File: config.mk
export PLATFORM = sky130hd
export DESIGN_NAME = stack_pipe_controller
export DESIGN_NICKNAME = d
export VERILOG_FILES = /design/src/rtl/stack_pipe_controller_pkg.sv /design/src/rtl/stack_pipe_controller_decode.sv /design/src/rtl/stack_pipe_controller.sv
export SDC_FILE = /design/constraint.sdc
export NUM_CORES = 1
export LEC_CHECK = 0
export CAP_MARGIN = 20
export CORE_ASPECT_RATIO = 1.4
export CORE_MARGIN = 3
export CORE_UTILIZATION = 52
export DETAILED_ROUTE_END_ITERATION = 7
export GPL_TIMING_DRIVEN = 0
export PLACE_DENSITY = 0.92
export SYNTH_ARGS = -nofsm -noshare
export SYNTH_HDL_FRONTEND = slang
export SYNTH_SLANG_ARGS = --single-unit
File: constraint.sdc
create_clock -name clk -period 4.8 [get_ports clk]
set_input_delay 0.72 -clock clk [delete_from_list [all_inputs] [get_ports clk]]
set_output_delay 0.72 -clock clk [all_outputs]
set_load 0.03 [all_outputs]
File: src/rtl/stack_pipe_controller_pkg.sv
// Shared opcodes, mux_sel bit positions and the decoded-control bundle
// for the two-stage stack controller.
package stack_pipe_pkg;

  localparam logic [3:0] OP_STACK = 4'h0;
  localparam logic [3:0] OP_ALU   = 4'h1;
  localparam logic [3:0] OP_BR_LO = 4'h2;
  localparam logic [3:0] OP_BR_HI = 4'hA;
  localparam logic [3:0] OP_CALL  = 4'hB;
  localparam logic [3:0] OP_RET   = 4'hC;

  localparam int MS_PC_LO = 0;
  localparam int MS_PC_HI = 2;
  localparam int MS_SPDEC = 3;
  localparam int MS_POP   = 4;
  localparam int MS_PUSH  = 5;

  typedef struct packed {
    logic       sp_dec;
    logic       sp_inc;
    logic       xfer;
    logic       reg_write;
    logic       mem_write;
    logic [2:0] fsel;
    logic [5:0] mux_sel;
    logic [3:0] dsel;
  } ctl_t;

endpackage

File: src/rtl/stack_pipe_controller_decode.sv
// Combinational decode of one instruction word plus branch condition
// into the control bundle consumed by the EX register.
module instr_decode
  import stack_pipe_pkg::*;
(
  input  logic [15:0] instr,
  input  logic        dcond,
  output ctl_t        ctl
);

  logic [3:0] op;
  logic is_push, is_pop, is_alu;
  logic is_br, is_call, is_ret;
  logic unused_bits;

  assign op          = instr[15:12];
  assign unused_bits = ^instr[9:0];

  always_comb begin
    is_push = 1'b0;
    is_pop  = 1'b0;
    is_alu  = 1'b0;
    is_br   = 1'b0;
    is_call = 1'b0;
    is_ret  = 1'b0;
    unique case (1'b1)
      (op == OP_STACK): begin
        is_push = ~instr[10];
        is_pop  = instr[10];
      end
      (op == OP_ALU): is_alu = 1'b1;
      (op >= OP_BR_LO && op <= OP_BR_HI):
        is_br = 1'b1;
      (op == OP_CALL): is_call = 1'b1;
      (op == OP_RET):  is_ret  = 1'b1;
      default: ;
    endcase
  end

  always_comb begin
    ctl           = '0;
    ctl.sp_dec    = is_push | is_call;
    ctl.sp_inc    = is_pop | is_ret;
    ctl.xfer      = is_call | is_ret
                  | (is_br & dcond);
    ctl.reg_write = is_pop | is_alu;
    ctl.mem_write = is_push | is_call;
    ctl.fsel[2]   = is_push | is_call;
    ctl.fsel[1:0] = (is_br | is_call)
                  ? 2'b00 : instr[11:10];
    ctl.mux_sel[MS_PC_HI:MS_PC_LO] = {3{ctl.xfer}};
    ctl.mux_sel[MS_SPDEC] = ctl.fsel[2];
    ctl.mux_sel[MS_POP]   = is_pop | is_ret;
    ctl.mux_sel[MS_PUSH]  = is_push;
    ctl.dsel      = op;
  end

endmodule

File: src/rtl/stack_pipe_controller.sv
// Two-stage (ID/EX) stack-machine controller: owns the stack pointer,
// sticky overflow/underflow faults and wrong-path squash on redirect.
module stack_pipe_controller
  import stack_pipe_pkg::*;
#(
  parameter int              SP_W    = 8,
  parameter logic [SP_W-1:0] SP_INIT = {SP_W{1'b1}},
  parameter logic [SP_W-1:0] SP_MIN  = '0
) (
  input  logic            clk,
  input  logic            rst,
  input  logic            instr_valid,
  output logic            instr_ready,
  input  logic [15:0]     instr,
  input  logic            dcond,
  input  logic            stall_in,
  output logic            ctl_valid,
  output logic            reg_write,
  output logic            mem_write,
  output logic [5:0]      mux_sel,
  output logic [2:0]      fsel,
  output logic [3:0]      dsel,
  output logic [SP_W-1:0] sp,
  output logic [SP_W-1:0] mem_addr,
  output logic            redirect,
  output logic            fault_ovf,
  output logic            fault_unf
);

  logic        id_valid;
  logic [15:0] id_instr;
  ctl_t        dec;
  logic        ovf, unf, flush;
  logic        do_dec, do_inc;
  logic [SP_W-1:0] addr_nxt;

  instr_decode u_dec (
    .instr (id_instr),
    .dcond (dcond),
    .ctl   (dec)
  );

  assign instr_ready = ~stall_in;

  assign ovf    = id_valid & dec.sp_dec
                & (sp == SP_MIN);
  assign unf    = id_valid & dec.sp_inc
                & (sp == SP_INIT);
  assign do_dec = id_valid & dec.sp_dec & ~ovf;
  assign do_inc = id_valid & dec.sp_inc & ~unf;
  assign flush  = id_valid & dec.xfer;

  always_comb begin
    addr_nxt = '0;
    if (id_valid && dec.sp_dec)
      addr_nxt = sp - SP_W'(1);
    else if (id_valid && dec.sp_inc)
      addr_nxt = sp;
  end

  // ID stage: wrong-path capture is dropped when EX redirects
  always_ff @(posedge clk or posedge rst) begin
    if (rst) begin
      id_valid <= 1'b0;
      id_instr <= '0;
    end else if (!stall_in) begin
      id_valid <= instr_valid & ~flush;
      if (instr_valid)
        id_instr <= instr;
    end
  end

  always_ff @(posedge clk or posedge rst) begin
    if (rst) begin
      ctl_valid <= 1'b0;
      reg_write <= 1'b0;
      mem_write <= 1'b0;
      mux_sel   <= '0;
      fsel      <= '0;
      dsel      <= '0;
      redirect  <= 1'b0;
      mem_addr  <= '0;
      sp        <= SP_INIT;
      fault_ovf <= 1'b0;
      fault_unf <= 1'b0;
    end else if (!stall_in) begin
      ctl_valid <= id_valid;
      reg_write <= id_valid & dec.reg_write & ~unf;
      mem_write <= id_valid & dec.mem_write & ~ovf;
      mux_sel   <= id_valid ? dec.mux_sel : '0;
      fsel      <= dec.fsel;
      dsel      <= dec.dsel;
      redirect  <= flush;
      mem_addr  <= addr_nxt;
      if (do_dec)
        sp <= sp - SP_W'(1);
      else if (do_inc)
        sp <= sp + SP_W'(1);
      fault_ovf <= fault_ovf | ovf;
      fault_unf <= fault_unf | unf;
    end
  end

endmodule

=== Word level (Yosys, flattened, before mapping) ===
Cells that the tools add are included.

* Add/sub/neg operators: 2
* $mul: 0
* Divide/modulo/power cells: 0
* Order comparisons: 2
* Equal/unequal tests: 4
* Shift operators: 0
* Multiplexer cells: 12
* Bitwise logic cells: 24
* Reductions and logical operators: 8

{| class="wikitable"
|+ Operators by type and width
! cell !! count
|-
| $mux 8 || 4
|-
| $and 1x1->1 || 11
|-
| $add 8x1->8 const B || 1
|-
| $eq 4x4->1 const B || 2
|-
| $eq 8x8->1 const B || 1
|-
| $logic_not 8->1 || 1
|-
| $or 1x1->1 || 8
|-
| $sub 8x1->8 const B || 1
|-
| $mux 1 || 6
|-
| $mux 6 || 1
|-
| $not 1->1 || 5
|-
| $eq 4x1->1 const B || 1
|-
| $ge 4x2->1 const B || 1
|-
| $le 4x4->1 const B || 1
|-
| $logic_not 4->1 || 1
|-
| $reduce_and 2->1 || 2
|-
| $logic_and 1x1->1 || 3
|-
| $mux 2 || 1
|-
| $reduce_bool 2->1 || 1
|}

* Register bits after elaboration: 52
* Bits in latches: 0
* Bits in writable memories: 0
* Bits in read-only memories: 0
* Output and inout port bits: 36
* Word-level logic and storage cells: 65
* Memories kept: 0

=== Logic depth before layout (Yosys ltp) ===
Gate-level depths: netlist of the first run.

* Depth in word-level cells: 9
* Depth in mapped cells: 7
* Mapped depth without buffers: 7

=== Cells and area by module ===
A second synthesis of the first run with hierarchy kept.

* Cell total of the unflattened synthesis: 259
* Area, all modules: 2792.7 um^2

{| class="wikitable"
|+ Modules (own cells, without submodules)
! module !! times used !! cells each !! area each (um^2)
|-
| stack_pipe_controller || 1 || 226 || 2588.7
|-
| instr_decode || 1 || 33 || 203.9
|}

=== Least setup slack after synthesis of the first run ===
Ideal clock, no wire load.

* Kind: reg2reg
* From: reg sp[3]
* To: reg sp[2]
* Data arrival time: 2.239 ns
* Data required time: 4.725 ns
* Slack: 2.486 ns
* Cell stages (with the launch flop): 8
* Cell sequence: dfstp_2 -> buf_6 -> or4_4 -> or4b_4 -> and3_4 -> buf_6 -> a22oi_2 -> xnor2_1

* Cells in the longest elaborated chain, start to end: 6
* Elaborated cells on any way between the ends: 11
* Classes of those cells: eq/ne (1); mux (1); bitwise (6); reduce/logical (3)

{| class="wikitable"
|+ RTL lines
! element !! RTL line !! text
|-
| from (decl) || stack_pipe_controller.sv:23 || <nowiki>output logic [SP_W-1:0] sp,</nowiki>
|-
| from (signal assigned) || stack_pipe_controller.sv:96 || <nowiki>sp <= sp - SP_W'(1);</nowiki>
|-
| from (signal assigned) || stack_pipe_controller.sv:98 || <nowiki>sp <= sp + SP_W'(1);</nowiki>
|-
| $eq 8x8->1 / $logic_not 8->1 (equally long branches) || stack_pipe_controller.sv:48, stack_pipe_controller.sv:46 ||
|-
| $and 1x1->1, on equally long branches || stack_pipe_controller.sv:48, stack_pipe_controller.sv:46 ||
|-
| $not 1->1, on equally long branches || stack_pipe_controller.sv:50, stack_pipe_controller.sv:49 ||
|-
| $and 1x1->1, on equally long branches || stack_pipe_controller.sv:50, stack_pipe_controller.sv:49 ||
|-
| $reduce_bool 2->1 (no source line) || n/a ||
|-
| $reduce_and 2->1 (no source line) || n/a ||
|}

Several ways; a longest one is shown, not always the timed one.
A chain may end at the register's enable or synchronous reset.

=== Worst setup path after layout of the first run ===
* From: in stall_in
* To: out instr_ready

* Cells in the longest elaborated chain, start to end: 1

{| class="wikitable"
|+ RTL lines
! element !! RTL line !! text
|-
| from (decl) || stack_pipe_controller.sv:16 || <nowiki>input logic stall_in,</nowiki>
|-
| $not 1->1 (no source line) || n/a ||
|-
| to (decl) || stack_pipe_controller.sv:13 || <nowiki>output logic instr_ready,</nowiki>
|}

No other way between the ends.

==> qor.txt, run 1 <==
Synth Instances = 203
Final setup violation count = 0
Io pins = 57
Ys flop type = sky130_fd_sc_hd__dfrtp_1
Overall die area = 0.00486 mm^2
Total grt overflow = 0
Sequential-to-total area share from yosys stat = 46.8%
Startpoint class of the critical path = input pin
Wire length of the first global-routing pass = 8.11 mm
Htree depth = 2
Pin count of the biggest net entering global routing = 40
Min Tclk post-route = 3.03 ns
Worst slew pin tran = 0.790 ns
Number of I/O port buffers = 46
Number of unique standard cell types used by synthesis = 50
Power Dens Cells = 433 mW/mm^2
Final period util = 63.2%
Die span in x = 59.8 um
Hold Vio Cnt, Final = 0
Warnings, synthesis = 0
Initial Util = 55.8%
Number of hold-repair buffers added at the cts stage = 0
Via count of the first global-routing pass = 1730
Worst Path Required = 4.08 ns
Site row count = 26
Average routed wire per standard cell = 16.7 um
Total negative slack for setup checks = 0 ns
Data arrival time of the critical path = 2.31 ns
Remaining antenna violation count after routing = 0
Synthesized netlist net count = 227
Count of flip-flops with a built-in enable after synthesis = 0
Number of nets in the final layout = 280
Detailed placer's ending HPWL = 3.49 mm
Post-Syn Area per Cell = 10.4 um^2
Fraction of registers with async set/reset = 100%
Total of cells resized after clock tree synthesis = 0
Core box area = 0.00377 mm^2
CP max FO = 10
Unrepaired setup endpoints after global routing = false
Max Buffers Root-to-Sink = 2
Max-cap check violation count = 0
Total CTS buffers = 5
Final Max Tran Viols = 0
Post-DR vias/cell = 5.87
N_diodes = 0
Number of buffers added for setup after CTS = 0
Startpoint of the lowest-slack hold path = fsel[2]$_DFFE_PP0N_
Tightest slew margin relative to the limit = 47.2%
Cell type with the largest total area after synthesis = sky130_fd_sc_hd__dfrtp_1
Category of the critical setup timing path = input pin to output pin
Worst IR drop on VDD = 337 uV
Vias after detailed routing = 1756
Routability-driven placement congestion ratio = 0.921
Count of unresolved DRC violations after routing = 0
Post-synthesis instance area = 0.00211 mm^2
Fill cell count = 282
CP Launch Point = stall_in
Origin of the critical flop-to-flop path = id_instr[14]$_DFFE_PP0P_
Worst hold slack across all endpoints = 0.487 ns
Fraction of layout cells with a size suffix above 1 = 18.7%
Post-route clock skew = 0.00189 ns
Die outline height = 81.3 um
Clock latency at the later pin of the worst-skew pair = 0.29 ns
CTS tree = yes
Flip-flop and latch count after synthesis = 39
Type of the tightest min-delay check = flop to flop
Status = finished, final reports clean
Area added between synthesis and finish = 28.7%
Synth area leaders = sky130_fd_sc_hd__dfrtp_1, sky130_fd_sc_hd__dfstp_2, sky130_fd_sc_hd__mux2_2
CTS sink count = 39
Initial antenna violation count = 0
Static power due to leakage = 1.14 nW
Clk pin slew, worst setup/hold paths = 0.07 ns
Placed standard-cell area = 0.00262 mm^2
Max frequency = 0.330 GHz
Final Instance Area = 0.00271 mm^2
Buffer type at the clock tree root = sky130_fd_sc_hd__clkbuf_8
GRT Overall Usage = 22.0%
Number of DRC markers after the initial detailed-route iteration = 92
Length of the first detailed-routing pass in iterations = 4
Area share of the leading cell type in the synthesized netlist = 36.8%
Post-Route WL = 4.99 mm
Sort of element at the end of the critical path = output pin
power breakdown:
part / internal (W) / switching [W]
Sequential: 0.000399 / 0.0000539
Combinational: 0.000211 / 0.000280
Clock: 0.000116 / 0.000113
layout make-up:
type | count | area [um^2] | area share [%]
plain buffers | 18 | 121 | 4.48
clock inverters | 1 | 5.00 | 0.185
clock buffers | 7 | 86.3 | 3.18
well taps | 42 | 52.6 | 1.94
inverters | 8 | 30.0 | 1.11
repair buffers | 46 | 460 | 17.0
multi-input cells | 138 | 970 | 35.8
flip-flops and latches | 39 | 986 | 36.4
metrics by stage:
step                std cells  util, %  total power [W]  worst slack (ns)
floorplan                 203        -         0.000781              2.49
global placement          291     69.4         0.000931              1.80
detailed placement        291     69.4         0.000943              1.77
CTS                       299     71.9          0.00118              1.77
global route              299     71.9          0.00124              1.71
finish                    299     71.9          0.00117              1.77
worst paths after layout:
| path | end | slack [ns] | cells past startpoint |
|---|---|---|---|
| max | instr_ready | 1.77 | 4 |
| min in group asynchronous | fsel[0]$_DFFE_PP0N_ | 0.92 | 2 |
| min reg2reg | fsel[2]$_DFFE_PP0N_ | 0.49 | 2 |
| max reg2reg | sp[5]$_DFFE_PP1P_ | 2.24 | 6 |
| max in group asynchronous | mem_addr[7]$_DFFE_PP0N_ | 3.38 | 2 |
| min | fsel[2]$_DFFE_PP0N_ | 0.49 | 2 |
Yosys cell counts, drive strengths merged (3+ instances only):
| library cell | instances |
|---|---|
| a2bb2oi | 6 |
| nor3 | 3 |
| inv | 7 |
| nand4 | 4 |
| nand2 | 20 |
| a22oi | 3 |
| a2111oi | 3 |
| a21o | 6 |
| nor2 | 15 |
| mux2 | 10 |
| dfstp | 8 |
| a21oi | 8 |
| clkbuf | 11 |
| dfrtp | 31 |
| o21ai | 15 |
| buf | 7 |
| nand3 | 5 |
| ha | 3 |
| xnor2 | 5 |
kinds of logic after synthesis:
kind of cell / share of synthesized area, %
adder cells (fa/ha/maj): 1.78
flip-flops: 46.8
XOR/XNOR: 2.91
AO/OA/AOI/OAI: 19.5
AND/OR/NAND/NOR: 15.5
multiplexers: 6.29
buffers and inverters: 7.19
layout by cell type, fill, tap and decap left out, types with 3 or more instances in the layout:
cell type / instances
sky130_fd_sc_hd__clkdlybuf4s50_1: 46
sky130_fd_sc_hd__dfrtp_1: 31
sky130_fd_sc_hd__nand2_1: 20
sky130_fd_sc_hd__o21ai_0: 15
sky130_fd_sc_hd__nor2_1: 15
sky130_fd_sc_hd__clkbuf_1: 10
sky130_fd_sc_hd__mux2_2: 10
sky130_fd_sc_hd__clkbuf_8: 8
sky130_fd_sc_hd__dfstp_2: 8
sky130_fd_sc_hd__a21oi_1: 7
sky130_fd_sc_hd__inv_1: 6
sky130_fd_sc_hd__a2bb2oi_1: 6
sky130_fd_sc_hd__a21o_1: 5
sky130_fd_sc_hd__buf_4: 5
sky130_fd_sc_hd__xnor2_1: 5
sky130_fd_sc_hd__nand3_1: 5
sky130_fd_sc_hd__nand4_1: 4
sky130_fd_sc_hd__nor3_1: 3
sky130_fd_sc_hd__ha_1: 3
sequential cells by signal, indices dropped and copies added (netlist names):
name	count
ctl_valid	1
dsel	4
fault_ovf	1
fault_unf	1
fsel	3
id_instr	6
id_valid	1
mem_addr	8
mem_write	1
mux_sel	3
redirect	1
reg_write	1
sp	8
layer usage:
metal  GRT usage (%)  routed length (um)  share of wire, %  up-vias
li1                -                   -                 -      826
met1            26.2                2030                41      857
met2            39.5                2640                53       67
met3            3.34                 262               5.3        6
met4            7.10                  52               1.0        0
met5               0                   0                 0        -
critical path, cell delays in order:
cell and delay [ns]:
sky130_fd_sc_hd__clkdlybuf4s50_1 0.49, sky130_fd_sc_hd__clkbuf_8 0.18, sky130_fd_sc_hd__clkinv_1 0.24, sky130_fd_sc_hd__clkdlybuf4s50_1 0.68
Power figures use the tool's default switching activity.
==> run 2: changes to the inputs <==
--- a/config.mk
+++ b/config.mk
@@ -8,10 +8,10 @@
 export CAP_MARGIN = 20
 export CORE_ASPECT_RATIO = 1.4
 export CORE_MARGIN = 3
-export CORE_UTILIZATION = 52
+export CORE_UTILIZATION = 48
 export DETAILED_ROUTE_END_ITERATION = 7
 export GPL_TIMING_DRIVEN = 0
-export PLACE_DENSITY = 0.92
+export PLACE_DENSITY = 0.87
 export SYNTH_ARGS = -nofsm -noshare
 export SYNTH_HDL_FRONTEND = slang
 export SYNTH_SLANG_ARGS = --single-unit
==> constraint.sdc (replaced) <==
create_clock -name clk -period 2.9 [get_ports clk]
set_input_delay 0.435 -clock clk [delete_from_list [all_inputs] [get_ports clk]]
set_output_delay 0.435 -clock clk [all_outputs]
set_load 0.03 [all_outputs]
==> qor.txt, run 2 (synthesis gave the netlist of run 1 again) <==
Status = finished, final reports clean
CP max FO = 10 (unchanged)
Sequential cell area in the final layout = 986 um^2 (unchanged)
Vias after detailed routing = 1786 (+1.7%)
Data arrival time of the critical path = 2.83 ns (+0.52 ns)
Slowest cell on the critical path = sky130_fd_sc_hd__a2111oi_4
Startpoint class of the critical path = flop
Overall die area = 0.00523 mm^2 (+7.6%)
Worst slew pin tran = 0.796 ns (+0.00576 ns)
Total grt overflow = 0 (unchanged)
Average routed wire per standard cell = 15.6 um (-6.5%)
Hold Vio Cnt, Final = 0 (unchanged)
Highest-count cells in the layout ignoring fill and taps = sky130_fd_sc_hd__clkdlybuf4s50_1, sky130_fd_sc_hd__dfrtp_1, sky130_fd_sc_hd__nand2_1
Clk pin slew, worst setup/hold paths = 0.08 ns (about the same)
CTS sink count = 39 (unchanged)
Power Dens Cells = 717 mW/mm^2 (+66%)
Cell breakdown of the critical path = clkbuf_1 -> or3b_2 -> a2111oi_4 -> nand3_1 -> a21o_1 -> a22o_1
Post-route core utilization = 67.0% (-4.8 points)
Total of cells resized after clock tree synthesis = 0 (unchanged)
N_diodes = 0 (unchanged)
Reg2reg setup slack = 0.30 ns (-1.94 ns)
Fill cell count = 336 (+19%)
Htree depth = 2 (unchanged)
Final Instance Area = 0.00274 mm^2 (+1.1%)
Die outline height = 84.4 um (+3.8%)
Max frequency = 0.385 GHz
Sum of buffers and inverters on the critical path = 1 (-3)
Number of DRC markers after the initial detailed-route iteration = 77 (-16%)
Multi-input gate area in the final layout = 970 um^2 (unchanged)
Type of the tightest min-delay check = flop to flop
Number of buffers added for setup after CTS = 0 (unchanged)
Levels on crit path = 6 (+2)
Sort of element at the end of the critical path = flop
Initial Util = 51.5% (-4.3 points)
Total CTS buffers = 5 (unchanged)
Post-Route WL = 4.91 mm (-1.4%)
Max Buffers Root-to-Sink = 2 (unchanged)
Via count of the first global-routing pass = 1840 (+6.4%)
Count of unresolved DRC violations after routing = 0 (unchanged)
Fraction of layout cells with a size suffix above 1 = 18.7% (unchanged)
Number of nets in the final layout = 280 (unchanged)
Critical register-to-register path endpoint = sp[5]$_DFFE_PP1P_
Post-DR vias/cell = 5.67 (-3.5%)
Static power due to leakage = 1.14 nW (+0.29%)
Worst path max stage delay = 0.75 ns (+0.07 ns)
Final Max Tran Viols = 0 (unchanged)
Startpoint of the lowest-slack hold path = fault_ovf$_DFFE_PP0N_
Worst hold slack across all endpoints = 0.484 ns (-0.00266 ns)
Clock latency at the later pin of the worst-skew pair = 0.29 ns (about the same)
Total negative slack for setup checks = 0 ns (unchanged)
Reg2reg path depth = 6 (unchanged)
Origin of the critical flop-to-flop path = id_instr[14]$_DFFE_PP0P_
Unrepaired setup endpoints after global routing = false
Largest registers = mem_addr x8, sp x8, id_instr x6
GRT Overall Usage = 20.6% (-1.4 points)
Placed standard-cell area = 0.00264 mm^2 (+0.76%)
Final period util = 89.6%
Pin count of the biggest net entering global routing = 40 (unchanged)
Initial antenna violation count = 0 (unchanged)
Routability-driven placement congestion ratio = 0.863 (-6.3%)
Number of I/O port buffers = 46 (unchanged)
Max-cap check violation count = 0 (unchanged)
Wire length of the first global-routing pass = 8.14 mm (+0.35%)
Number of hold-repair buffers added at the cts stage = 0 (unchanged)
Area added between synthesis and finish = 30.0%
Tightest slew margin relative to the limit = 46.8% (-0.38 points)
Worst Path Required = 3.13 ns (-0.95 ns)
Die span in x = 62.0 um (+3.7%)
Min Tclk post-route = 2.60 ns
Core box area = 0.00409 mm^2 (+8.3%)
Worst IR drop on VDD = 404 uV (+20%)
Category of the critical setup timing path = flop to flop
CTS tree = yes
Buffer type at the clock tree root = sky130_fd_sc_hd__clkbuf_8
Critical path endpoint = sp[5]$_DFFE_PP1P_
Io pins = 57 (unchanged)
CP top delay family = compound AO/OA/AOI/OAI gates
Leading cell type in the layout, fill and taps excluded = sky130_fd_sc_hd__clkdlybuf4s50_1
Post-route clock skew = 0.00738 ns (+0.00548 ns)
Remaining antenna violation count after routing = 0 (unchanged)
Site row count = 27 (+3.8%)
Detailed placer's ending HPWL = 3.48 mm (-0.38%)
Final setup violation count = 0 (unchanged)
Length of the first detailed-routing pass in iterations = 4 (unchanged)
CP Launch Point = id_instr[14]$_DFFE_PP0P_
## run 2: cell types whose count changed in the layout (fill, tap and decap cells not counted)
cell	before	now
sky130_fd_sc_hd__clkinv_2	1	0
sky130_fd_sc_hd__clkbuf_8	8	9
## run 2: worst min-delay path by stage
stage,endpoint,depth (start not counted)
after global placement,fault_unf$_DFFE_PP0N_,1
after detailed placement,fault_unf$_DFFE_PP0N_,1
after global routing,mux_sel[5]$_DFFE_PP0N_,2
after CTS,fault_unf$_DFFE_PP0N_,1
final,fault_ovf$_DFFE_PP0N_,2
after floorplan,id_instr[11]$_DFFE_PP0P_,1
## run 2: layout make-up
| type | count | share of cell area (%) |
|---|---|---|
| flip-flops and latches | 39 | 36.0 |
| repair buffers | 46 | 16.8 |
| inverters | 8 | 1.10 |
| clock buffers | 8 | 3.65 |
| plain buffers | 18 | 4.43 |
| well taps | 58 | 2.65 |
| multi-input cells | 138 | 35.4 |
## run 2: metal layers
metal,routed length [um],track usage [%]
met1,1870,23.8
met2,2630,33.3
met3,294,5.38
met4,126,11.0
met5,0,0
## run 2: where the power goes
group / internal [W] / switching, W
logic: 0.000348 / 0.000465
clock network: 0.000217 / 0.000186
registers: 0.000661 / 0.0000874
## run 2: per-stage QoR
step	std cells	total power, W	setup WS [ns]
finish	315	0.00196	0.302
global route	315	0.00207	0.185
CTS	315	0.00197	0.331
detailed placement	307	0.00156	0.393
global placement	307	0.00154	0.433
floorplan	203	0.00129	0.586
## run 2: worst min-delay path, stage by stage, from the launching register on
cell	delay [ns]
sky130_fd_sc_hd__dfrtp_1	0.35
sky130_fd_sc_hd__inv_1	0.05
sky130_fd_sc_hd__o41ai_1	0.05
==> run 3: changes to the inputs <==
--- a/config.mk
+++ b/config.mk
@@ -5,13 +5,14 @@
 export SDC_FILE = /design/constraint.sdc
 export NUM_CORES = 1
 export LEC_CHECK = 0
+export ABC_AREA = 1
 export CAP_MARGIN = 20
 export CORE_ASPECT_RATIO = 1.4
 export CORE_MARGIN = 3
 export CORE_UTILIZATION = 48
 export DETAILED_ROUTE_END_ITERATION = 7
 export GPL_TIMING_DRIVEN = 0
-export PLACE_DENSITY = 0.87
+export PLACE_DENSITY = 0.86
 export SYNTH_ARGS = -nofsm -noshare
 export SYNTH_HDL_FRONTEND = slang
 export SYNTH_SLANG_ARGS = --single-unit
==> qor.txt, run 3 <==
Sequential-to-total area share from yosys stat = 46.3% (-0.47 points)
Global Route met1 Usage = 24.0% (+0.24 points)
Vias after detailed routing = 1969 (+10%)
Core box area = 0.00424 mm^2 (+3.7%)
Initial Util = 50.2% (-1.3 points)
Category of the critical setup timing path = input pin to output pin
Average routed wire per standard cell = 13.2 um (-16%)
N_diodes = 0 (unchanged)
Hold Vio Cnt, Final = 0 (unchanged)
Remaining antenna violation count after routing = 0 (unchanged)
Max Buffers Root-to-Sink = 2 (unchanged)
Total CTS buffers = 5 (unchanged)
Number of hold-repair buffers added at the cts stage = 0 (unchanged)
Routability-driven placement congestion ratio = 0.937 (+8.6%)
Htree depth = 2 (unchanged)
Area added between synthesis and finish = 30.0% (about the same)
Post-Route WL = 5.16 mm (+5.0%)
Final Max Tran Viols = 0 (unchanged)
Cell type with the largest total area after synthesis = sky130_fd_sc_hd__dfrtp_1
Die span in x = 62.3 um (+0.45%)
CP Launch Point = stall_in
Post-Syn Area per Cell = 7.63 um^2 (-27%)
Worst setup slack after placement = 0.534 ns (+0.142 ns)
Post-route core utilization = 65.3% (-1.8 points)
Number of unique standard cell types used by synthesis = 29 (-42%)
GRT Overall Usage = 20.7% (+0.14 points)
Reg2reg path depth = 9 (+3)
Max frequency = 0.419 GHz (+8.9%)
Worst Path Required = 2.47 ns (-0.66 ns)
Count of unresolved DRC violations after routing = 0 (unchanged)
Placed standard-cell area = 0.00265 mm^2 (+0.52%)
Count of flip-flops with a built-in enable after synthesis = 0 (unchanged)
Detailed placer's ending HPWL = 3.80 mm (+9.4%)
CTS sink count = 39 (unchanged)
Critical path endpoint = instr_ready
Worst IR drop on VDD = 411 uV (+1.6%)
Ys flop type = sky130_fd_sc_hd__dfrtp_1
Die outline height = 84.8 um (+0.46%)
Met3 track demand over resource in global routing = 3.48% (-1.9 points)
CTS tree = yes
Synth area leaders = sky130_fd_sc_hd__dfrtp_1, sky130_fd_sc_hd__nand2_1, sky130_fd_sc_hd__dfstp_2
Unrepaired setup endpoints after global routing = false
Dominant cell by count in the synthesized netlist = sky130_fd_sc_hd__nand2_1
Final Instance Area = 0.00277 mm^2 (+0.96%)
Critical register-to-register path endpoint = sp[7]$_DFFE_PP1P_
Site row count = 28 (+3.7%)
Setup ws final = 0.516 ns (+0.213 ns)
Final period util = 82.2% (-7.4 points)
Synth Instances = 279 (+37%)
Status = finished, final reports clean
Post-DR vias/cell = 5.02 (-11%)
Highest-count cells in the layout ignoring fill and taps = sky130_fd_sc_hd__nand2_1, sky130_fd_sc_hd__clkdlybuf4s50_1, sky130_fd_sc_hd__dfrtp_1
Post-synthesis instance area = 0.00213 mm^2 (+1.0%)
Fraction of registers with async set/reset = 100% (unchanged)
Most used standard cells in the synthesized netlist = sky130_fd_sc_hd__nand2_1, sky130_fd_sc_hd__dfrtp_1, sky130_fd_sc_hd__nand3_1, sky130_fd_sc_hd__nor2_1, sky130_fd_sc_hd__inv_1
Type of the tightest min-delay check = input pin to flop
Static power due to leakage = 1.34 nW (+17%)
Tightest slew margin relative to the limit = 48.3% (+1.5 points)
Number of DRC markers after the initial detailed-route iteration = 62 (-19%)
Startpoint class of the critical path = input pin
CP max FO = 10 (unchanged)
Min Tclk post-route = 2.38 ns (-0.213 ns)
Max-cap check violation count = 0 (unchanged)
Clock latency at the later pin of the worst-skew pair = 0.30 ns (about the same)
Origin of the critical flop-to-flop path = sp[0]$_DFFE_PP1P_
Sort of element at the end of the critical path = output pin
Warnings, synthesis = 0 (unchanged)
Reg2reg setup slack = 1.10 ns (+0.80 ns)
Pin count of the biggest net entering global routing = 40 (unchanged)
Total negative slack for setup checks = 0 ns (unchanged)
Initial antenna violation count = 0 (unchanged)
Post-route clock skew = 0.00926 ns (+0.00188 ns)
Worst slew pin tran = 0.774 ns (-0.0225 ns)
Number of nets in the final layout = 355 (+27%)
Fraction of layout cells with a size suffix above 1 = 12.3% (-6.3 points)
Leading cell type in the layout, fill and taps excluded = sky130_fd_sc_hd__nand2_1
Most used routing layer in global routing = met2
Power Dens Cells = 714 mW/mm^2 (-0.40%)
Via count of the first global-routing pass = 1940 (+5.4%)
Buffer type at the clock tree root = sky130_fd_sc_hd__clkbuf_8
Io pins = 57 (unchanged)
Fill cell count = 373 (+11%)
Total of cells resized after clock tree synthesis = 0 (unchanged)
Area share of the leading cell type in the synthesized netlist = 36.4% (-0.37 points)
Data arrival time of the critical path = 1.95 ns (-0.88 ns)
Wire length of the first global-routing pass = 8.73 mm (+7.2%)
Total grt overflow = 0 (unchanged)
Final setup violation count = 0 (unchanged)
Overall die area = 0.00528 mm^2 (+0.92%)
Number of I/O port buffers = 45 (-2.2%)
Length of the first detailed-routing pass in iterations = 4 (unchanged)
Number of buffers added for setup after CTS = 0 (unchanged)
Largest registers = mem_addr x8, sp x8, id_instr x6
Global-route met2 utilization = 37.4% (+4.1 points)
Clk pin slew, worst setup/hold paths = 0.08 ns (about the same)
Synthesized netlist net count = 303 (+33%)
Flip-flop and latch count after synthesis = 39 (unchanged)
## run 3: routing by layer
layer	vias to the layer above	part of all wire, %
li1	984	-
met1	904	40
met2	69	52
met3	12	5.5
met4	0	2.3
met5	-	0
## run 3: metrics by stage
| step | hold WS [ns] | std cells | total power, W |
|---|---|---|---|
| global placement | 0.461 | 384 | 0.00151 |
| floorplan | 0.449 | 279 | 0.00127 |
| CTS | 0.477 | 392 | 0.00198 |
| finish | 0.475 | 392 | 0.00198 |
| global route | 0.490 | 392 | 0.00209 |
| detailed placement | 0.470 | 384 | 0.00152 |
## run 3: cell type report
cell class                 count  area [um^2]  area share, %
buffer                        12         65.1           2.35
clock buffer                   5         68.8           2.49
clock inverter                 3         43.8           1.58
inverter                      21         78.8           2.85
multi-input combinational    207          998           36.1
sequential                    39          986           35.6
tap                           60         75.1           2.71
timing repair buffer          45          450           16.3
## run 3: logic make-up (layout without fill, tap and decap cells)
group / Yosys count / in the layout / synth area share, %
AOI/OAI and AO/OA: 25 / 25 / 6.94
xor gates and xnor gates: 7 / 7 / 2.88
adders and majority gates: 3 / 3 / 1.76
buffers and inverters: 33 / 86 / 6.76
DFF: 39 / 39 / 46.3
and+or+nand+nor: 172 / 172 / 35.3
## run 3: worst max-delay path, cell delays in order
cell and delay, ns:
sky130_fd_sc_hd__buf_2 0.16, sky130_fd_sc_hd__inv_1 0.15, sky130_fd_sc_hd__buf_1 0.43, sky130_fd_sc_hd__clkdlybuf4s50_1 0.77
## run 3: how the worst min path moves through the flow
stage,start,end,slack (ns),cells past startpoint
after global placement,dsel[2]$_DFFE_PP0N_,dsel[2]$_DFFE_PP0N_,0.46,2
after global routing,stall_in,dsel[1]$_DFFE_PP0N_,0.49,2
after detailed placement,fault_unf$_DFFE_PP0N_,fault_unf$_DFFE_PP0N_,0.47,1
after CTS,stall_in,dsel[0]$_DFFE_PP0N_,0.48,2
after floorplan,id_instr[11]$_DFFE_PP0P_,id_instr[11]$_DFFE_PP0P_,0.45,2
final,stall_in,dsel[1]$_DFFE_PP0N_,0.47,2
## run 3: report_power, final
part	internal (W)	switching, W
Clock	0.000256	0.000199
Combinational	0.000301	0.000511
Sequential	0.000638	0.0000697
